File: config.mk
export PLATFORM = sky130hd
export DESIGN_NAME = obuf_drain
export DESIGN_NICKNAME = d
export VERILOG_FILES = /design/src/rtl/obuf_drain.sv
export SDC_FILE = /design/constraint.sdc
export NUM_CORES = 1
export LEC_CHECK = 0
export BUFFER_PORTS_ARGS = -buffer_cell sky130_fd_sc_hd__buf_2
export CORE_MARGIN = 8
export CORE_UTILIZATION = 30
export CTS_BUF_LIST = sky130_fd_sc_hd__clkbuf_8
export DETAILED_ROUTE_END_ITERATION = 7
export MAX_ROUTING_LAYER = met4
export PLACE_DENSITY = 0.64
export SLEW_MARGIN = 20
export SYNTH_ARGS = -nofsm -noshare
export SYNTH_HDL_FRONTEND = slang
export SYNTH_SLANG_ARGS = --single-unit
File: constraint.sdc
create_clock -name clk -period 2.9 [get_ports clk]
set_input_delay 0.145 -clock clk [delete_from_list [all_inputs] [get_ports clk]]
set_output_delay 0.145 -clock clk [all_outputs]
set_load 0.1 [all_outputs]
File: src/rtl/obuf_drain.sv
// Snoops core writes into the OBUF ring and replays pending bytes as a valid/ready stream; snoop-to-valid 4 cycles, 1 byte per 3 cycles max.
// Holds the byte until tx_ready_i and waits in REQ while gnt_i is low; define OBUF_CRLF_EN to expand 'h0A into 'h0D,'h0A.
module obuf_drain #(
  parameter int OBUF  = 'h1400,
  parameter int DEPTH = 'h400,
  parameter int ASZ   = 17
) (
  input  logic                    clk,
  input  logic                    rst,
  input  logic                    flush_i,
  input  logic                    dwe_i,
  input  logic [ASZ-1:0]          waddr_i,
  input  logic                    gnt_i,
  output logic                    req_o,
  output logic [ASZ-1:0]          addr_o,
  input  logic [7:0]              data_i,
  output logic [7:0]              tx_data_o,
  output logic                    tx_valid_o,
  input  logic                    tx_ready_i,
  output logic [$clog2(DEPTH):0]  level_o,
  output logic                    ovf_o
);

  localparam int OW = $clog2(DEPTH);
  localparam int PW = OW + 1;
  localparam logic [ASZ-1:0] BASE     = ASZ'(OBUF);
  localparam logic [PW-1:0]  FULL_LVL = PW'(DEPTH);

  typedef enum logic [1:0] {
    S_IDLE,
    S_REQ,
    S_CAP,
    S_HOLD
  } state_t;

  state_t         r_state;
  state_t         w_next;
  logic [PW-1:0]  r_wptr;
  logic [PW-1:0]  r_rptr;
  logic [7:0]     r_hold;
  logic           r_ovf;
  logic [PW-1:0]  w_level;
  logic [ASZ-1:0] w_snoop_addr;
  logic           w_snoop;
  logic           w_full;
  logic           w_hs;
  logic           w_cap;
`ifdef OBUF_CRLF_EN
  logic           r_cr;
`endif

  // Extra pointer bit separates full (level == DEPTH) from empty.
  assign w_level      = r_wptr - r_rptr;
  assign w_full       = (w_level == FULL_LVL);
  assign w_snoop_addr = BASE + ASZ'(r_wptr[OW-1:0]);
  assign w_snoop      = dwe_i && (waddr_i == w_snoop_addr);
  assign w_hs         = tx_valid_o && tx_ready_i;
  assign w_cap        = (r_state == S_CAP);

  assign req_o      = (r_state == S_REQ);
  assign addr_o     = BASE + ASZ'(r_rptr[OW-1:0]);
  assign tx_valid_o = (r_state == S_HOLD);
  assign level_o    = w_level;
  assign ovf_o      = r_ovf;
`ifdef OBUF_CRLF_EN
  assign tx_data_o  = r_cr ? 8'h0D : r_hold;
`else
  assign tx_data_o  = r_hold;
`endif

  always_comb begin
    w_next = r_state;
    case (r_state)
      S_IDLE: if (w_level != '0) w_next = S_REQ;
      S_REQ:  if (gnt_i) w_next = S_CAP;
      S_CAP:  w_next = S_HOLD;
      S_HOLD: begin
        if (w_hs) begin
`ifdef OBUF_CRLF_EN
          if (r_cr) w_next = S_HOLD;
          else if (w_level != '0) w_next = S_REQ;
          else w_next = S_IDLE;
`else
          if (w_level != '0) w_next = S_REQ;
          else w_next = S_IDLE;
`endif
        end
      end
      default: w_next = S_IDLE;
    endcase
    if (flush_i) w_next = S_IDLE;
  end

  always_ff @(posedge clk) begin
    if (rst) begin
      r_state <= S_IDLE;
      r_wptr  <= '0;
      r_rptr  <= '0;
      r_hold  <= '0;
      r_ovf   <= 1'b0;
`ifdef OBUF_CRLF_EN
      r_cr    <= 1'b0;
`endif
    end else begin
      r_state <= w_next;
      if (w_snoop) begin
        if (!w_full) r_wptr <= r_wptr + PW'(1);
        else         r_ovf  <= 1'b1;
      end
      // Flush wins over capture: the in-flight read byte is dropped.
      if (flush_i) begin
        r_rptr <= r_wptr;
        r_hold <= '0;
        r_ovf  <= 1'b0;
`ifdef OBUF_CRLF_EN
        r_cr   <= 1'b0;
`endif
      end else if (w_cap) begin
        r_hold <= data_i;
        r_rptr <= r_rptr + PW'(1);
`ifdef OBUF_CRLF_EN
        r_cr   <= (data_i == 8'h0A);
`endif
      end
`ifdef OBUF_CRLF_EN
      else if (w_hs && r_cr) begin
        r_cr <= 1'b0;
      end
`endif
    end
  end

endmodule

==> results of run 1 <==
==> metrics by stage <==
step	cell area (sq um)	power, uW	instances
floorplan	2640	790	323
global placement	3140	858	491
detailed placement	3140	861	491
CTS	3250	1250	500
global route	3280	1290	500
finish	3280	1230	500
==> logic make-up (layout without fill, tap and decap cells) <==
group	after synthesis	in the layout
AOI/OAI and AO/OA	65	65
xor gates and xnor gates	27	27
adders and majority gates	18	18
buffers and inverters	54	126
DFF	33	33
muxes	11	11
other	2	7
and+or+nand+nor	108	108
==> area by class of cell <==
| type | count | area share [%] |
|---|---|---|
| inverter | 27 | 3.28 |
| sequential | 33 | 20.3 |
| clock buffer | 7 | 2.94 |
| tap | 105 | 4.01 |
| timing repair buffer | 91 | 17.1 |
| multi-input combinational | 236 | 52.3 |
| clock inverter | 1 | 0.153 |
==> where the power goes <==
part / internal, uW / switching, uW / leakage [uW]
Clock: 214 / 155 / 0.0000542
Combinational: 106 / 286 / 0.00117
Sequential: 459 / 6.03 / 0.000267
==> Yosys cell counts, drive strengths merged (2+ instances only) <==
master	n
xnor2	11
buf	19
conb	2
xor2	16
nand4	7
clkbuf	8
or3	12
a21oi	29
nor2	40
nor4	3
o31ai	3
nor3	5
o21ai	16
nand2	17
and3	4
a211oi	3
dfxtp	33
ha	17
or4	2
inv	27
nand3	9
mux2i	11
==> repair_timing <==
item	CTS	global route
pin swaps	5	5
endpoints found under the setup margin	9	14
endpoints found under the hold margin	0	0
hold buffers	0	0
buffers inserted	1	0
resized for setup	1	5
==> metal layers <==
| layer | wire (um) | track usage [%] | vias to the layer above |
|---|---|---|---|
| met5 | 0 | - | - |
| met4 | 121 | 4.72 | 0 |
| met3 | 318 | 2.04 | 10 |
| met2 | 3150 | 19.9 | 55 |
| met1 | 3100 | 14.5 | 1101 |
| li1 | - | - | 1232 |
==> path summary, 6_finish.rpt <==
path / from / to / slack, ps / cells past startpoint
min: data_i[5] / tx_data_o[5]$_SDFFE_PP0P_ / 100 / 3
max: r_wptr[0]$_SDFFE_PP0P_ / level_o[10] / 2 / 12
max reg2reg: r_wptr[0]$_SDFFE_PP0P_ / r_state[1]$_SDFFE_PP0P_ / 40 / 11
min reg2reg: ovf_o$_SDFFE_PP0P_ / ovf_o$_SDFFE_PP0P_ / 490 / 2
==> worst min-delay path, stage by stage <==
cell                      delay [ps]
sky130_fd_sc_hd__buf_2            70
sky130_fd_sc_hd__mux2i_1          50
sky130_fd_sc_hd__nor2_1           70
==> flip-flops by register name, indices dropped and copies added (netlist names) <==
| name | count |
|---|---|
| ovf_o | 1 |
| r_rptr | 11 |
| r_state | 2 |
| r_wptr | 11 |
| tx_data_o | 8 |
==> results_tabular.tex, run 1 <==
\begin{tabular}{lr}
\hline
Metric & Value \\
\hline
\multicolumn{2}{l}{\textbf{Run status}} \\
Result of the run & completed \\
\multicolumn{2}{l}{\textbf{Yosys}} \\
Number of synthesized flops with an enable pin & 0 \\
Flip-flop and latch count after synthesis & 33 \\
Synth warn & 0 \\
Cell count after synthesis & between 300 and 400 \\
Sequential share of the synthesized area & roughly a quarter \\
Post-synthesis cell area & 0.00248 sq mm \\
Basic-gate share of the synthesized area counting and, or, nand and nor cells & a little over a fifth \\
Ys async rst share & 0\% \\
Yosys top cell area share & 26.7\% \\
Synth Area in Adders & 9.39\% \\
Synthesized area divided by synthesized cell count & 7.79 sq um \\
Share of the synthesized netlist area taken by xor and xnor gates & under 10\% \\
Synth Area in Compound Gates & around 17\% \\
Combinational family with the most area after synthesis & simple AND/OR/NAND/NOR gates \\
Largest area contributor in the synthesized netlist & sky130\_fd\_sc\_hd\_\_dfxtp\_1 \\
Multiplexer share of the synthesized area & around 4.4\% \\
Dominant synthesized flop cell & sky130\_fd\_sc\_hd\_\_dfxtp\_1 \\
Cell variety after synth & approximately 50 \\
Ranking of synthesized cells by area & sky130\_fd\_sc\_hd\_\_dfxtp\_1 (27\%), sky130\_fd\_sc\_hd\_\_ha\_1 (8.6\%), sky130\_fd\_sc\_hd\_\_nor2\_1 (6.1\%), sky130\_fd\_sc\_hd\_\_a21oi\_1 (5.9\%), sky130\_fd\_sc\_hd\_\_xor2\_1 (5.7\%) \\
\multicolumn{2}{l}{\textbf{Global route}} \\
Via count of the first global-routing pass & roughly 2400 \\
Wire length of the first global-routing pass & approximately 11000 um \\
Global Route Usage Sum & between 10\% and 20\% \\
Number of antenna violations at the first check in global routing & 0 \\
Largest net degree at the start of global routing & 24 \\
Grt total ovfl & 0 \\
\multicolumn{2}{l}{\textbf{Finish}} \\
Number of nets in the finished design & around 440 \\
Share of final-layout standard cells stronger than drive strength 1 & between 30\% and 40\% \\
Area occupied by multi-input gates & approximately 0.0017 sq mm \\
Top library cells by usage in the layout, fill and taps aside & sky130\_fd\_sc\_hd\_\_buf\_2 (61), sky130\_fd\_sc\_hd\_\_nor2\_1 (40), sky130\_fd\_sc\_hd\_\_dfxtp\_1 (32) \\
Most common cell after layout, fill and taps aside & sky130\_fd\_sc\_hd\_\_buf\_2 \\
Count of fill cells added during filler insertion & roughly 840 \\
Post-layout utilization of the core & around 41\% \\
Area growth from synthesis to layout & 32.4\% \\
Count of inserted antenna diode cells & 0 \\
Storage cell area & between 600 and 700 sq um \\
\multicolumn{2}{l}{\textbf{Floorplan}} \\
Initial cell density of the core & a little over 30\% \\
Core region area & just over 0.008 sq mm \\
Die extent in y & 107 um \\
Count of standard-cell rows & 33 \\
Die outline width & between 100 and 150 um \\
Die outline area & between 0.01 and 0.015 sq mm \\
\# IOs & 70 \\
\multicolumn{2}{l}{\textbf{Clock tree}} \\
H-tree depth & 2 \\
Clock edge transition at the registers on the reported setup and hold paths & 70 ps \\
Inserted Clock Buffers & 5 \\
Clk Tree Root Cell & sky130\_fd\_sc\_hd\_\_clkbuf\_8 \\
Source-to-sink clock delay at the later pin of the worst-skew pair & 280 ps \\
Clk sink count & 33 \\
Buffer depth of the longest clock path & 2 \\
TritonCTS clock tree & built \\
\multicolumn{2}{l}{\textbf{Detailed routing}} \\
Initial DRC Count & 101 \\
Routed Wire Length & around 6700 um \\
Drt drc & 0 \\
Number of optimization iterations in the first detailed-route pass & 4 \\
Post-detailed-route via-to-cell ratio & 4.80 \\
Via count & between 2000 and 2500 \\
Average routed wire per standard cell & around 13 um \\
Routed Antenna Nets & 0 \\
\multicolumn{2}{l}{\textbf{Timing}} \\
Period minus WS final & just under 3000 ps \\
Number of slew-limit violations in the final report & 0 \\
Upper clock frequency limit & approximately 0.35 GHz \\
Hold slack & $\sim$100 ps \\
Setup skew after layout & just under 6 ps \\
Final Worst Setup Slack & approximately 2.3 ps \\
Setup repair after global routing missed its margin & yes \\
Summed negative setup slack over all endpoints & 0 ps \\
Period Utilization, post-route & roughly 100\% \\
Total count of hold-check failures in the final report & 0 \\
Finish-stage setup viols & 0 \\
\multicolumn{2}{l}{\textbf{Setup path}} \\
Slowest-stage cell, CP & sky130\_fd\_sc\_hd\_\_fa\_2 \\
Crit-path cells & inv\_4 > ha\_4 > fa\_2 > nand2b\_4 > a21oi\_4 > nor3\_1 > o31ai\_2 > xor2\_1 > buf\_4 > clkinvlp\_4 > buf\_4 > buf\_12 \\
CP required & $\sim$2800 ps \\
Crit-path leading delay family & buffers and inverters \\
Cell mode on critical path & sky130\_fd\_sc\_hd\_\_buf\_4 \\
Largest driver fanout on the critical path & 4 \\
Kind of capture point of the worst setup path & output port \\
CP peak stage delay & roughly 400 ps \\
Critical path start-end classification & flip-flop to output port \\
CP Data Arrival Time & between 2000 and 3000 ps \\
Startpoint type of the worst setup path & flip-flop \\
Buffers plus inverters on the worst setup path & 5 \\
\multicolumn{2}{l}{\textbf{Placed design}} \\
Global placer's final weighted congestion & roughly 0.85 \\
DPL Wire Length & 5550 um \\
Post-Place Worst Slack & -17.0 ps \\
Buffers added on ports & slightly above 60 \\
\multicolumn{2}{l}{\textbf{Power}} \\
Power per cell area & roughly 370 mW/mm\^{}2 \\
Leakage power & between 0.001 and 0.0015 uW \\
Worst VDD drop & $\sim$0.18 mV \\
\multicolumn{2}{l}{\textbf{Job}} \\
Max Cap Viol & 0 \\
\multicolumn{2}{l}{\textbf{Min path}} \\
Path class of the lowest-slack min-delay path & primary input to flip-flop \\
\hline
\end{tabular}
(Power assumes the default switching activity.)
==> run 2: changes to the inputs <==
RECOVER_POWER = 25   (was not set)
==> run 2 against run 1 <==
  * Sequential cell count unchanged
  * Via count increased by 0.13%
  * Sequential share of layout area increased by 0.093 points
  * Worst setup slack got worse by 1.5 ps
  * Die area unchanged
  * Utilization decreased by 0.19 points
  * Worst hold slack about the same
  * Total power about the same
  * Global-route usage unchanged
  * Clock-buffer cell count unchanged
  * Clock power about the same
  * Largest cell class unchanged
==> results_tabular.tex, run 2 (synthesized netlist as in run 1, its figures left out) <==
\begin{tabular}{lr}
\hline
Metric & Value \\
\hline
\multicolumn{2}{l}{\textbf{Power}} \\
Power per cell area & approximately 380 mW/mm\^{}2 \\
Switching part of the total power & a little over a third \\
Worst VDD drop & $\sim$0.18 mV \\
Flop pwr share & 37.9\% \\
Overall power after layout & between 1000 and 1500 uW \\
Share of power burned in the clock network & between 30\% and 40\% \\
Pint & a little under 800 uW \\
Proportion of power drawn by combinational gates & 31.9\% \\
P\_sw & around 450 uW \\
Leakage power & 0.00143 uW \\
\multicolumn{2}{l}{\textbf{Placed design}} \\
Buffers added on ports & slightly above 60 \\
DPL Wire Length & $\sim$5500 um \\
Global placer's final weighted congestion & between 0.8 and 0.9 \\
Inst Count DP & approximately 500 \\
\multicolumn{2}{l}{\textbf{Timing}} \\
Upper clock frequency limit & between 0.3 and 0.4 GHz \\
Finish-stage setup viols & 0 \\
Total count of hold-check failures in the final report & 0 \\
Period minus WS final & slightly below 3000 ps \\
Setup repair after global routing missed its margin & yes \\
Slew headroom & between 15 and 20\% \\
Actual transition at the worst max-transition pin & about 1200 ps \\
Number of slew-limit violations in the final report & 0 \\
Period Utilization, post-route & 100\% \\
Hold slack & around 100 ps \\
Setup skew after layout & between 5 and 6 ps \\
\multicolumn{2}{l}{\textbf{Setup path}} \\
Crit-path cells & inv\_4 > ha\_4 > fa\_2 > nand2b\_4 > a21oi\_4 > nor3\_1 > o31ai\_2 > xor2\_1 > buf\_4 > clkinvlp\_4 > buf\_4 > buf\_12 \\
Slowest-stage cell, CP & sky130\_fd\_sc\_hd\_\_fa\_2 \\
CP peak stage delay & 400 ps \\
Cell mode on critical path & sky130\_fd\_sc\_hd\_\_buf\_4 \\
CP required & between 2000 and 3000 ps \\
Largest driver fanout on the critical path & 4 \\
Startpoint type of the worst setup path & flip-flop \\
Critical path start-end classification & flip-flop to output port \\
CP Data Arrival Time & between 2000 and 3000 ps \\
Kind of capture point of the worst setup path & output port \\
\multicolumn{2}{l}{\textbf{Clock tree}} \\
Clk sink count & 33 \\
Source-to-sink clock delay at the later pin of the worst-skew pair & between 200 and 300 ps \\
H-tree depth & 2 \\
Clock edge transition at the registers on the reported setup and hold paths & about 70 ps \\
TritonCTS clock tree & built \\
Number of buffers inserted for hold repair after clock tree synthesis & 0 \\
Inserted Clock Buffers & 5 \\
Buffer depth of the longest clock path & 2 \\
Clk Tree Root Cell & sky130\_fd\_sc\_hd\_\_clkbuf\_8 \\
\multicolumn{2}{l}{\textbf{Finish}} \\
Area growth from synthesis to layout & 31.8\% \\
Share of final-layout standard cells stronger than drive strength 1 & 28.4\% \\
Storage cell area & around 660 sq um \\
Post-layout utilization of the core & 40.3\% \\
Most common cell after layout, fill and taps aside & sky130\_fd\_sc\_hd\_\_buf\_2 \\
Area occupied by multi-input gates & around 0.0017 sq mm \\
Top library cells by usage in the layout, fill and taps aside & sky130\_fd\_sc\_hd\_\_buf\_2 (49), sky130\_fd\_sc\_hd\_\_nor2\_1 (40), sky130\_fd\_sc\_hd\_\_dfxtp\_1 (32) \\
Number of standard cells in the final layout excluding fillers & 500 \\
Count of inserted antenna diode cells & 0 \\
Count of fill cells added during filler insertion & 850 \\
Number of nets in the finished design & 443 \\
\multicolumn{2}{l}{\textbf{Global route}} \\
Largest net degree at the start of global routing & 24 \\
Via count of the first global-routing pass & $\sim$2400 \\
Number of antenna violations at the first check in global routing & 0 \\
Global Route Usage Sum & between 10 and 15\% \\
Grt total ovfl & 0 \\
Wire length of the first global-routing pass & around 11000 um \\
\multicolumn{2}{l}{\textbf{Floorplan}} \\
Core region area & $\sim$0.008 sq mm \\
Die extent in y & $\sim$110 um \\
Die outline width & $\sim$110 um \\
Count of standard-cell rows & 33 \\
\# IOs & 70 \\
Die outline area & 0.0114 sq mm \\
Initial cell density of the core & 30.6\% \\
\multicolumn{2}{l}{\textbf{Detailed routing}} \\
Number of optimization iterations in the first detailed-route pass & 4 \\
Post-detailed-route via-to-cell ratio & slightly below 5 \\
Via count & roughly 2400 \\
Initial DRC Count & 98 \\
Routed Wire Length & between 6000 and 7000 um \\
Drt drc & 0 \\
Routed Antenna Nets & 0 \\
Average routed wire per standard cell & 13.4 um \\
\multicolumn{2}{l}{\textbf{Min path}} \\
Path class of the lowest-slack min-delay path & primary input to flip-flop \\
\multicolumn{2}{l}{\textbf{Job}} \\
Max Cap Viol & 0 \\
\multicolumn{2}{l}{\textbf{Run status}} \\
Result of the run & completed \\
\hline
\end{tabular}
[run 2: changes by cell type in the layout (fill, tap and decap cells not counted)]
cell	before	now
sky130_fd_sc_hd__clkbuf_1	0	12
sky130_fd_sc_hd__buf_2	61	49
[run 2: repair_timing]
item,4_1_cts,5_1_grt
gates resized for setup,1,5
pin swaps,5,5
gates cloned,0,0
setup endpoints to repair,9,14
setup buffers,1,0
[run 2: path summary, 6_finish.rpt]
kind	from	end	slack [ps]	cells past startpoint
hold reg to reg	ovf_o$_SDFFE_PP0P_	ovf_o$_SDFFE_PP0P_	490	2
setup / recovery	r_wptr[0]$_SDFFE_PP0P_	level_o[10]	0.8	12
hold / removal	data_i[5]	tx_data_o[5]$_SDFFE_PP0P_	100	3
setup reg to reg	r_wptr[0]$_SDFFE_PP0P_	r_state[1]$_SDFFE_PP0P_	30	11
[run 2: worst max-delay path: cells and delay by family, from the launching register on]
family	cells	cell delay, ps
AND/OR/NAND/NOR	2	270
flip-flops	1	360
adder cells (fa/ha/maj)	2	550
XOR/XNOR	1	190
buffers and inverters	5	670
AO/OA/AOI/OAI	2	440
[run 2: per-stage QoR]
stage / TNS [ps] / setup slack (ps) / area, sq um
floorplan: -1050 / -465 / 2640
global placement: 0 / 29.3 / 3140
detailed placement: -22.8 / -17.0 / 3140
CTS: -0.754 / -0.754 / 3250
global route: -761 / -122 / 3260
finish: 0 / 0.774 / 3260
[run 2: area by class of cell]
cell class	instances	area share [%]
multi-input cells	236	52.5
flip-flops and latches	33	20.4
repair buffers	91	16.7
well taps	105	4.02
inverters	27	3.30
clock buffers	7	2.95
clock inverters	1	0.153
[run 2: routing by layer]
| layer | share of wire (%) | up-vias | track usage (%) | wire (um) |
|---|---|---|---|---|
| li1 | - | 1233 | - | - |
| met1 | 46 | 1098 | 14.5 | 3080 |
| met2 | 47 | 60 | 19.9 | 3140 |
| met3 | 5.1 | 10 | 2.04 | 344 |
| met4 | 1.8 | 0 | 4.72 | 121 |
| met5 | 0 | - | - | 0 |
[run 2: power groups by stage]
stage                     combinational [uW]  sequential [uW]  clock [uW]
after floorplan                          305              485           0
after global placement                   384              474           0
after detailed placement                 386              475           0
after CTS                                389              464         392
after global routing                     413              465         407
final                                    391              465         369
